**src/rtl/mem_bus_arbiter_pkg.sv**
```systemverilog
// Shared constants for the two-requester memory bus arbiter.
package mem_bus_arbiter_pkg;

  typedef enum logic [1:0] {
    ST_IDLE   = 2'd0,
    ST_ACCESS = 2'd1,
    ST_DONE   = 2'd2
  } state_e;

  localparam logic REQ_FETCH = 1'b0;
  localparam logic REQ_DATA  = 1'b1;

  localparam int WAIT_CNT_WIDTH = 4;

  function automatic logic [15:0] sat_inc16(input logic [15:0] value);
    return (value == 16'hFFFF) ? value : value + 16'd1;
  endfunction

endpackage

```
**src/rtl/mem_bus_rr_pick.sv**
```systemverilog
// Combinational 2-way round-robin selector; on a tie the requester that was not granted last wins.
module mem_bus_rr_pick
  import mem_bus_arbiter_pkg::*;
(
  input  logic [1:0] req,
  input  logic       last_grant,
  output logic       grant_valid,
  output logic       grant_idx
);

  assign grant_valid = |req;

  always_comb begin
    grant_idx = REQ_FETCH;
    if (req[REQ_FETCH] && req[REQ_DATA]) begin
      grant_idx = ~last_grant;
    end else if (req[REQ_DATA]) begin
      grant_idx = REQ_DATA;
    end
  end

endmodule

```
**src/rtl/mem_bus_arbiter.sv**
```systemverilog
// Round-robin arbiter sharing one single-port memory between fetch (r0) and data (r1).
// Optional grant/conflict counters are built when MEM_BUS_ARBITER_PERF_CNT_EN is defined.
//
// state     | meaning
// ST_IDLE   | sample requests, latch the winner's command
// ST_ACCESS | memory strobe held for WAIT_STATES+1 cycles
// ST_DONE   | one-cycle ack to the owner
module mem_bus_arbiter
  import mem_bus_arbiter_pkg::*;
#(
  parameter int ADDR_WIDTH  = 16,
  parameter int DATA_WIDTH  = 8,
  parameter int WAIT_STATES = 2
) (
  input  logic                  master_clk,
  input  logic                  rst_n,
  input  logic                  r0_req,
  input  logic                  r0_we,
  input  logic [ADDR_WIDTH-1:0] r0_addr,
  input  logic [DATA_WIDTH-1:0] r0_wdata,
  output logic                  r0_ack,
  input  logic                  r1_req,
  input  logic                  r1_we,
  input  logic [ADDR_WIDTH-1:0] r1_addr,
  input  logic [DATA_WIDTH-1:0] r1_wdata,
  output logic                  r1_ack,
  output logic [DATA_WIDTH-1:0] rdata,
  output logic                  mem_en,
  output logic                  mem_we,
  output logic [ADDR_WIDTH-1:0] mem_addr,
  output logic [DATA_WIDTH-1:0] mem_wdata,
  input  logic [DATA_WIDTH-1:0] mem_rdata,
`ifdef MEM_BUS_ARBITER_PERF_CNT_EN
  output logic [15:0]           r0_grant_cnt,
  output logic [15:0]           r1_grant_cnt,
  output logic [15:0]           conflict_cnt,
`endif
  output logic                  busy,
  output logic                  owner
);

  localparam logic [WAIT_CNT_WIDTH-1:0] WAIT_LAST = WAIT_CNT_WIDTH'(WAIT_STATES);

  state_e                    state_q, state_d;
  logic [WAIT_CNT_WIDTH-1:0] wait_cnt_q, wait_cnt_d;
  logic                      last_grant_q, last_grant_d;

  logic                  r0_ack_d, r1_ack_d, mem_en_d, mem_we_d, busy_d, owner_d;
  logic [DATA_WIDTH-1:0] rdata_d, mem_wdata_d;
  logic [ADDR_WIDTH-1:0] mem_addr_d;

  logic grant_valid, grant_idx;
  logic both_req;

  assign both_req = r0_req && r1_req;

  mem_bus_rr_pick u_pick (
    .req         ({r1_req, r0_req}),
    .last_grant  (last_grant_q),
    .grant_valid (grant_valid),
    .grant_idx   (grant_idx)
  );

  always_comb begin
    state_d      = state_q;
    wait_cnt_d   = wait_cnt_q;
    last_grant_d = last_grant_q;
    r0_ack_d     = 1'b0;
    r1_ack_d     = 1'b0;
    rdata_d      = rdata;
    mem_en_d     = mem_en;
    mem_we_d     = mem_we;
    mem_addr_d   = mem_addr;
    mem_wdata_d  = mem_wdata;
    owner_d      = owner;

    case (state_q)
      ST_IDLE: begin
        mem_en_d = 1'b0;
        if (grant_valid) begin
          mem_en_d     = 1'b1;
          mem_we_d     = (grant_idx == REQ_DATA) ? r1_we    : r0_we;
          mem_addr_d   = (grant_idx == REQ_DATA) ? r1_addr  : r0_addr;
          mem_wdata_d  = (grant_idx == REQ_DATA) ? r1_wdata : r0_wdata;
          owner_d      = grant_idx;
          last_grant_d = grant_idx;
          wait_cnt_d   = '0;
          state_d      = ST_ACCESS;
        end
      end
      ST_ACCESS: begin
        wait_cnt_d = wait_cnt_q + WAIT_CNT_WIDTH'(1);
        if (wait_cnt_q == WAIT_LAST) begin
          // Write accesses leave the previous read data visible.
          if (!mem_we) begin
            rdata_d = mem_rdata;
          end
          mem_en_d = 1'b0;
          mem_we_d = 1'b0;
          r0_ack_d = (owner == REQ_FETCH);
          r1_ack_d = (owner == REQ_DATA);
          state_d  = ST_DONE;
        end
      end
      ST_DONE: begin
        state_d = ST_IDLE;
      end
      default: begin
        state_d  = ST_IDLE;
        mem_en_d = 1'b0;
        mem_we_d = 1'b0;
      end
    endcase

    busy_d = (state_d != ST_IDLE);
  end

  always_ff @(posedge master_clk or negedge rst_n) begin
    if (!rst_n) begin
      state_q      <= ST_IDLE;
      wait_cnt_q   <= '0;
      last_grant_q <= REQ_DATA;
      r0_ack       <= 1'b0;
      r1_ack       <= 1'b0;
      rdata        <= '0;
      mem_en       <= 1'b0;
      mem_we       <= 1'b0;
      mem_addr     <= '0;
      mem_wdata    <= '0;
      busy         <= 1'b0;
      owner        <= 1'b0;
    end else begin
      state_q      <= state_d;
      wait_cnt_q   <= wait_cnt_d;
      last_grant_q <= last_grant_d;
      r0_ack       <= r0_ack_d;
      r1_ack       <= r1_ack_d;
      rdata        <= rdata_d;
      mem_en       <= mem_en_d;
      mem_we       <= mem_we_d;
      mem_addr     <= mem_addr_d;
      mem_wdata    <= mem_wdata_d;
      busy         <= busy_d;
      owner        <= owner_d;
    end
  end

`ifdef MEM_BUS_ARBITER_PERF_CNT_EN
  always_ff @(posedge master_clk or negedge rst_n) begin
    if (!rst_n) begin
      r0_grant_cnt <= '0;
      r1_grant_cnt <= '0;
      conflict_cnt <= '0;
    end else if (state_q == ST_IDLE) begin
      if (both_req) begin
        conflict_cnt <= sat_inc16(conflict_cnt);
      end
      if (grant_valid && (grant_idx == REQ_FETCH)) begin
        r0_grant_cnt <= sat_inc16(r0_grant_cnt);
      end
      if (grant_valid && (grant_idx == REQ_DATA)) begin
        r1_grant_cnt <= sat_inc16(r1_grant_cnt);
      end
    end
  end
`else
  logic unused_perf;
  assign unused_perf = both_req;
`endif

endmodule

```
**config.mk**
```make
export PLATFORM = sky130hd
export DESIGN_NAME = mem_bus_arbiter
export DESIGN_NICKNAME = d
export VERILOG_FILES = /design/src/rtl/mem_bus_arbiter_pkg.sv /design/src/rtl/mem_bus_rr_pick.sv /design/src/rtl/mem_bus_arbiter.sv
export SDC_FILE = /design/constraint.sdc
export NUM_CORES = 1
export LEC_CHECK = 0
export CELL_PAD_IN_SITES_DETAIL_PLACEMENT = 1
export CELL_PAD_IN_SITES_GLOBAL_PLACEMENT = 1
export CORE_ASPECT_RATIO = 0.5
export CORE_MARGIN = 2
export CORE_UTILIZATION = 32
export DETAILED_ROUTE_END_ITERATION = 7
export MAX_ROUTING_LAYER = met4
export PLACE_DENSITY_LB_ADDON = 0.3
export SETUP_SLACK_MARGIN = 0.1
export SYNTH_ARGS = -nofsm -noshare
export SYNTH_HDL_FRONTEND = slang
export SYNTH_SLANG_ARGS = --single-unit
```
**constraint.sdc**
```tcl
create_clock -name master_clk -period 2.96 [get_ports master_clk]
set_clock_uncertainty 0.05 [all_clocks]
set_input_delay 0.592 -clock master_clk [delete_from_list [all_inputs] [get_ports master_clk]]
set_output_delay 0.592 -clock master_clk [all_outputs]
set_load 0.01 [all_outputs]
```
Word-level counts from Yosys, hierarchy flattened
Cells that the tools add are included.

Register bits after elaboration: 45. Input bits: 62. Output and inout bits: 38. Word-level logic and storage cells: 51.

Add/subtract/negate cells: 1. Equality and inequality tests: 5. Muxes and demuxes: 19. Bitwise logic cells: 4. Reductions and logical operators: 10.

Operators with widths (count): two-way mux 16 bit (1); two-way mux 1 bit (10); two-way mux 8 bit (1); case mux 4 bit (2 select lines) (1); case mux 1 bit (3 select lines) (2); AND reduction 2 bit (3); AND reduction 3 bit (2); adder 4 x 1 -> 4 bit (second input constant) (1); equality test 4 x 2 -> 1 bit (second input constant) (1); two-way mux 2 bit (2); two-way mux 4 bit (1); != test 2 bit (second input constant) (2); inverter 1 bit (4); case mux 2 bit (2 select lines) (1); nonzero test 2 bit (2); equality test 2 x 1 -> 1 bit (second input constant) (1); equality test 2 bit (second input constant) (1); logical NOT 2 bit (1); OR reduction 2 bit (1); logical AND 1 bit (1).

Logic depth before layout (Yosys ltp)
Depth in word-level cells: 5. Gate-level depth with buffers: 6. Depth with buffers taken out: 6.

Cells and area by module
Synthesis repeated with hierarchy kept, for this count alone.

Cells, all modules: 176. Area total of the unflattened synthesis: 1990.7 um^2.

By module, submodules not included: mem_bus_arbiter (times used 1, cells each 174, area each 1976.9 um^2, sequential area each 1127.3 um^2); mem_bus_rr_pick (times used 1, cells each 2, area each 13.8 um^2, sequential area each 0.0 um^2).

Worst setup path before layout
No wires, ideal clock.

Kind: register -> register. Start point: reg wait_cnt_q[0]. End point: reg rdata[0]. Setup time: 0.125 ns. Arrival time: 1.405 ns. Required time: 2.785 ns. Path slack: 1.380 ns. Stages on the path, launching flop included: 7. Path buffers: 0. Clock period less this slack: 1.580 ns. Cell sequence: dfrtp_1 inv_1 ha_1 nor3b_4 nand2_2 nor2_8 mux2_2.

Word-level cells in the longest chain between the ends: 2.

Ends and longest elaborated chain: start, declared (RTL line mem_bus_arbiter.sv:45) `logic [WAIT_CNT_WIDTH-1:0] wait_cnt_q, wait_cnt_d;`; start signal, assigned (RTL line mem_bus_arbiter.sv:134) `wait_cnt_q <= wait_cnt_d;`; equality test 4 x 2 -> 1 bit (RTL line mem_bus_arbiter.sv:93) `if (wait_cnt_q == WAIT_LAST) begin`; AND reduction 3 bit (no source line); end signal, assigned (RTL line mem_bus_arbiter.sv:138) `rdata <= rdata_d;`; end, declared (RTL line mem_bus_arbiter.sv:27) `output logic [DATA_WIDTH-1:0] rdata,`.

Every way passes these cells. A chain may end at the register's enable or synchronous reset.

Worst setup path in the final report
Start point: in r1_req. End point: reg mem_we.

Word-level cells in the longest chain between the ends: 5. Elaborated cells on any way between the ends: 9. Those cells by class: eq/ne (1); mux (5); reduce/logical (3).

Ends and longest elaborated chain: start, declared (RTL line mem_bus_arbiter.sv:22) `input logic r1_req,`; two-way mux 1 bit or logical AND 1 bit (tied branches) (RTL line mem_bus_rr_pick.sv:17, mem_bus_rr_pick.sv:15); two-way mux 1 bit (RTL line mem_bus_rr_pick.sv:15) `if (req[REQ_FETCH] && req[REQ_DATA]) begin`; two-way mux 1 bit (RTL line mem_bus_arbiter.sv:82) `mem_we_d = (grant_idx == REQ_DATA) ? r1_we : r0_we;`; two-way mux 1 bit (RTL line mem_bus_arbiter.sv:80) `if (grant_valid) begin`; case mux 1 bit (3 select lines) (RTL line mem_bus_arbiter.sv:77) `case (state_q)`; end signal, assigned (RTL line mem_bus_arbiter.sv:140) `mem_we <= mem_we_d;`; end, declared (RTL line mem_bus_arbiter.sv:29) `output logic mem_we,`.

Parallel ways exist; a longest one is shown, timed or not. The select of a mux whose other input is x is not followed.

==> flow_summary.yaml <==
run_status:
  status: "complete, no violations"
clock_network:
  cts.sinks: 45
  cts_max_path_buffers: 2
  cts_tree: "yes"
  post_cts_buffers: 0
  cts_root_buf: "clkbuf_16"
  cts-hold-fix-buffers: 0
  clock_latency_ps: 280
  htreeDepth: 2
  cts_buffers: 5
  postCtsResizedCells: 0
  clk_pin_slew_ps: 60
yosys:
  syn-mean-instance-area_um2: 11.7
  synth.net_count: 238
  synth-edff-count: 0
  synthAdderAreaFrac_pct: 1.23
  synth_xor_area_share_pct: 0
  synthFlopType: "dfrtp_1"
  netlist_instances: 174
  ys_seq_area_share_pct: 55.5
  synth_top_family_by_area: "multiplexers"
  ys_seq_elements: 45
  syn_area_mm2: 0.00203
  synth_area_leaders: "dfrtp_1 (54%), mux2i_1 (12%), nand2_1 (5.2%), mux2_2 (4.4%), o21ai_1 (4.2%)"
  synth_top_cell_area_share_pct: 54.2
  synth.area.mux_share_pct: 16.7
  yosysTopAreaCell: "dfrtp_1"
  post_synth_and_or_nand_nor_area_fraction_pct: 11.3
  synth_compound_area_share_pct: 10.9
  synth-async-reset-ratio_pct: 100
  yosys_warnings: 0
  synth_cell_types: 34
routing:
  route.detailed.drc: 0
  wirelength_um: 5180
  vias: 1670
  drt_iter0_drc: 38
  ant_nets: 0
  first_pass_iters: 4
  viasPerCell: 4.59
  avgRoutedWirePerCell_um: 14.2
setup_path:
  crit_fanout: 16
  crit_buf_inv: 2
  slowest_delay_ps: 600
  cpLargestDelayFamily: "buffers and inverters"
  worstSetupPathType: "in -> reg"
  cp-start-kind: "primary input"
  critPathCaptureType: "flip-flop"
  required_ps: 3080
  crit_path_cell_trace: "clkdlybuf4s50_1, a21boi_4, buf_12, a32oi_1, a22oi_1, nand2_1"
  arrival_ps: 2250
  crit_path_top_delay_cell: "clkdlybuf4s50_1"
hold_path:
  hp-class: "in -> async"
timing:
  rsz0062_at_grt: "false"
  min_period_ps: 2130
  tightest_slew_ps: 1020
  finalHoldViolCount: 0
  fmax_mhz: 469
  slew_headroom_pct: 32.1
  setup_viol: 0
  tns_ps: 0
  period_share_pct: 72.0
  maxSlewViolCount: 0
  whs_ps: 424
floorplanning:
  initial_core_util_pct: 33.3
  fp.dieH_um: 60.3
  io-pin-count: 100
  die_width_um: 117
  rows: 20
  core_mm2: 0.00611
  die_area_mm2: 0.00704
grt:
  grt_pass1_wl_um: 8250
  grt_use_total_pct: 16.1
  overflow: 0
  grt_pass1_vias: 1761
  grt_max_degree: 46
  antenna_found_initial: 0
flow_run:
  maxCapViolCount: 0
power:
  peakVddDrop_uv: 390
  power.density_mw_per_mm2: 955
  p_leak_nw: 1.41
  total_power_mw: 3.11
final_layout:
  nNetsFinal: 339
  area_growth_pct: 60.5
  antenna_cells: 0
  mostFrequentLayoutCells: "clkdlybuf4s50_1 (98), dfrtp_1 (44), nand2_1 (28), mux2i_1 (25), o21ai_1 (17)"
  final_util_pct: 53.4
  final_common_cell: "clkdlybuf4s50_1"
  multi_input_area_um2: 831
  layout-drive-gt1-share_pct: 10.9
  regArea_mm2: 0.00113
  instances_no_fill: 364
  fill_cells: 676
placed_design:
  port_buffers: 99
  dp_cells: 356
  dp_hpwl_um: 4030
  place_congestion: 0.654
## synth_stat cells, types with 2 or more instances
master / instances
dfrtp_1: 44
nand2_1: 28
mux2i_1: 25
o21ai_1: 17
o21ai_0: 11
mux2_2: 8
inv_1: 4
nand3_1: 3
o21ai_2: 3
and2b_1: 2
buf_12: 2
buf_2: 2
clkbuf_1: 2
ha_1: 2
nor2_1: 2
## layout make-up
| class | instances | area share (%) |
|---|---|---|
| sequential | 45 | 34.6 |
| timing repair buffer | 102 | 31.3 |
| multi-input combinational | 117 | 25.5 |
| clock buffer | 7 | 4.68 |
| tap | 88 | 3.38 |
| inverter | 4 | 0.460 |
| clock inverter | 1 | 0.153 |
## worst paths after layout
kind,startpoint,endpoint,slack (ps),depth (start not counted)
worst min register to register,mem_wdata[3]$_DFFE_PN0P_,mem_wdata[3]$_DFFE_PN0P_,430,2
worst min-delay path,rst_n,mem_wdata[4]$_DFFE_PN0P_,420,1
worst max-delay path,r1_req,mem_we$_DFFE_PN0P_,830,6
worst max register to register,wait_cnt_q[0]$_DFFE_PN0P_,rdata[7]$_DFFE_PN0P_,1250,6
max in group asynchronous,rst_n,wait_cnt_q[3]$_DFFE_PN0P_,1800,1
min in group master_clk,mem_wdata[3]$_DFFE_PN0P_,mem_wdata[3]$_DFFE_PN0P_,430,2
## sequential cells by signal (all words and copies together) (netlist names)
register and cells:
mem_addr 16, mem_wdata 8, rdata 8, wait_cnt_q 4, state_q 2, busy 1
last_grant_q 1, mem_en 1, mem_we 1, owner 1, r0_ack 1, r1_ack 1
## per-layer routing
layer / GRT usage, % / vias up / wire (um)
li1: - / 805 / -
met1: 18.4 / 820 / 2070
met2: 28.6 / 40 / 2810
met3: 4.70 / 5 / 249
met4: 4.03 / 0 / 49
met5: - / - / 0
## where the power goes
group | switching (mW) | internal, mW
sequential | 0.201 | 0.917
combinational | 0.629 | 0.784
clock | 0.226 | 0.357
## logic make-up after synthesis
| logic type | Yosys count |
|---|---|
| compound gates | 38 |
| fa+ha+maj | 2 |
| buf+inv | 12 |
| flops | 45 |
| mux | 33 |
| simple gates | 44 |
## through the flow
stage	setup slack [ps]	area (um2)
floorplan	1380	2030
global placement	574	3100
detailed placement	522	3100
CTS	816	3260
global route	683	3260
finish	828	3260
Power figures use the tool's default switching activity.
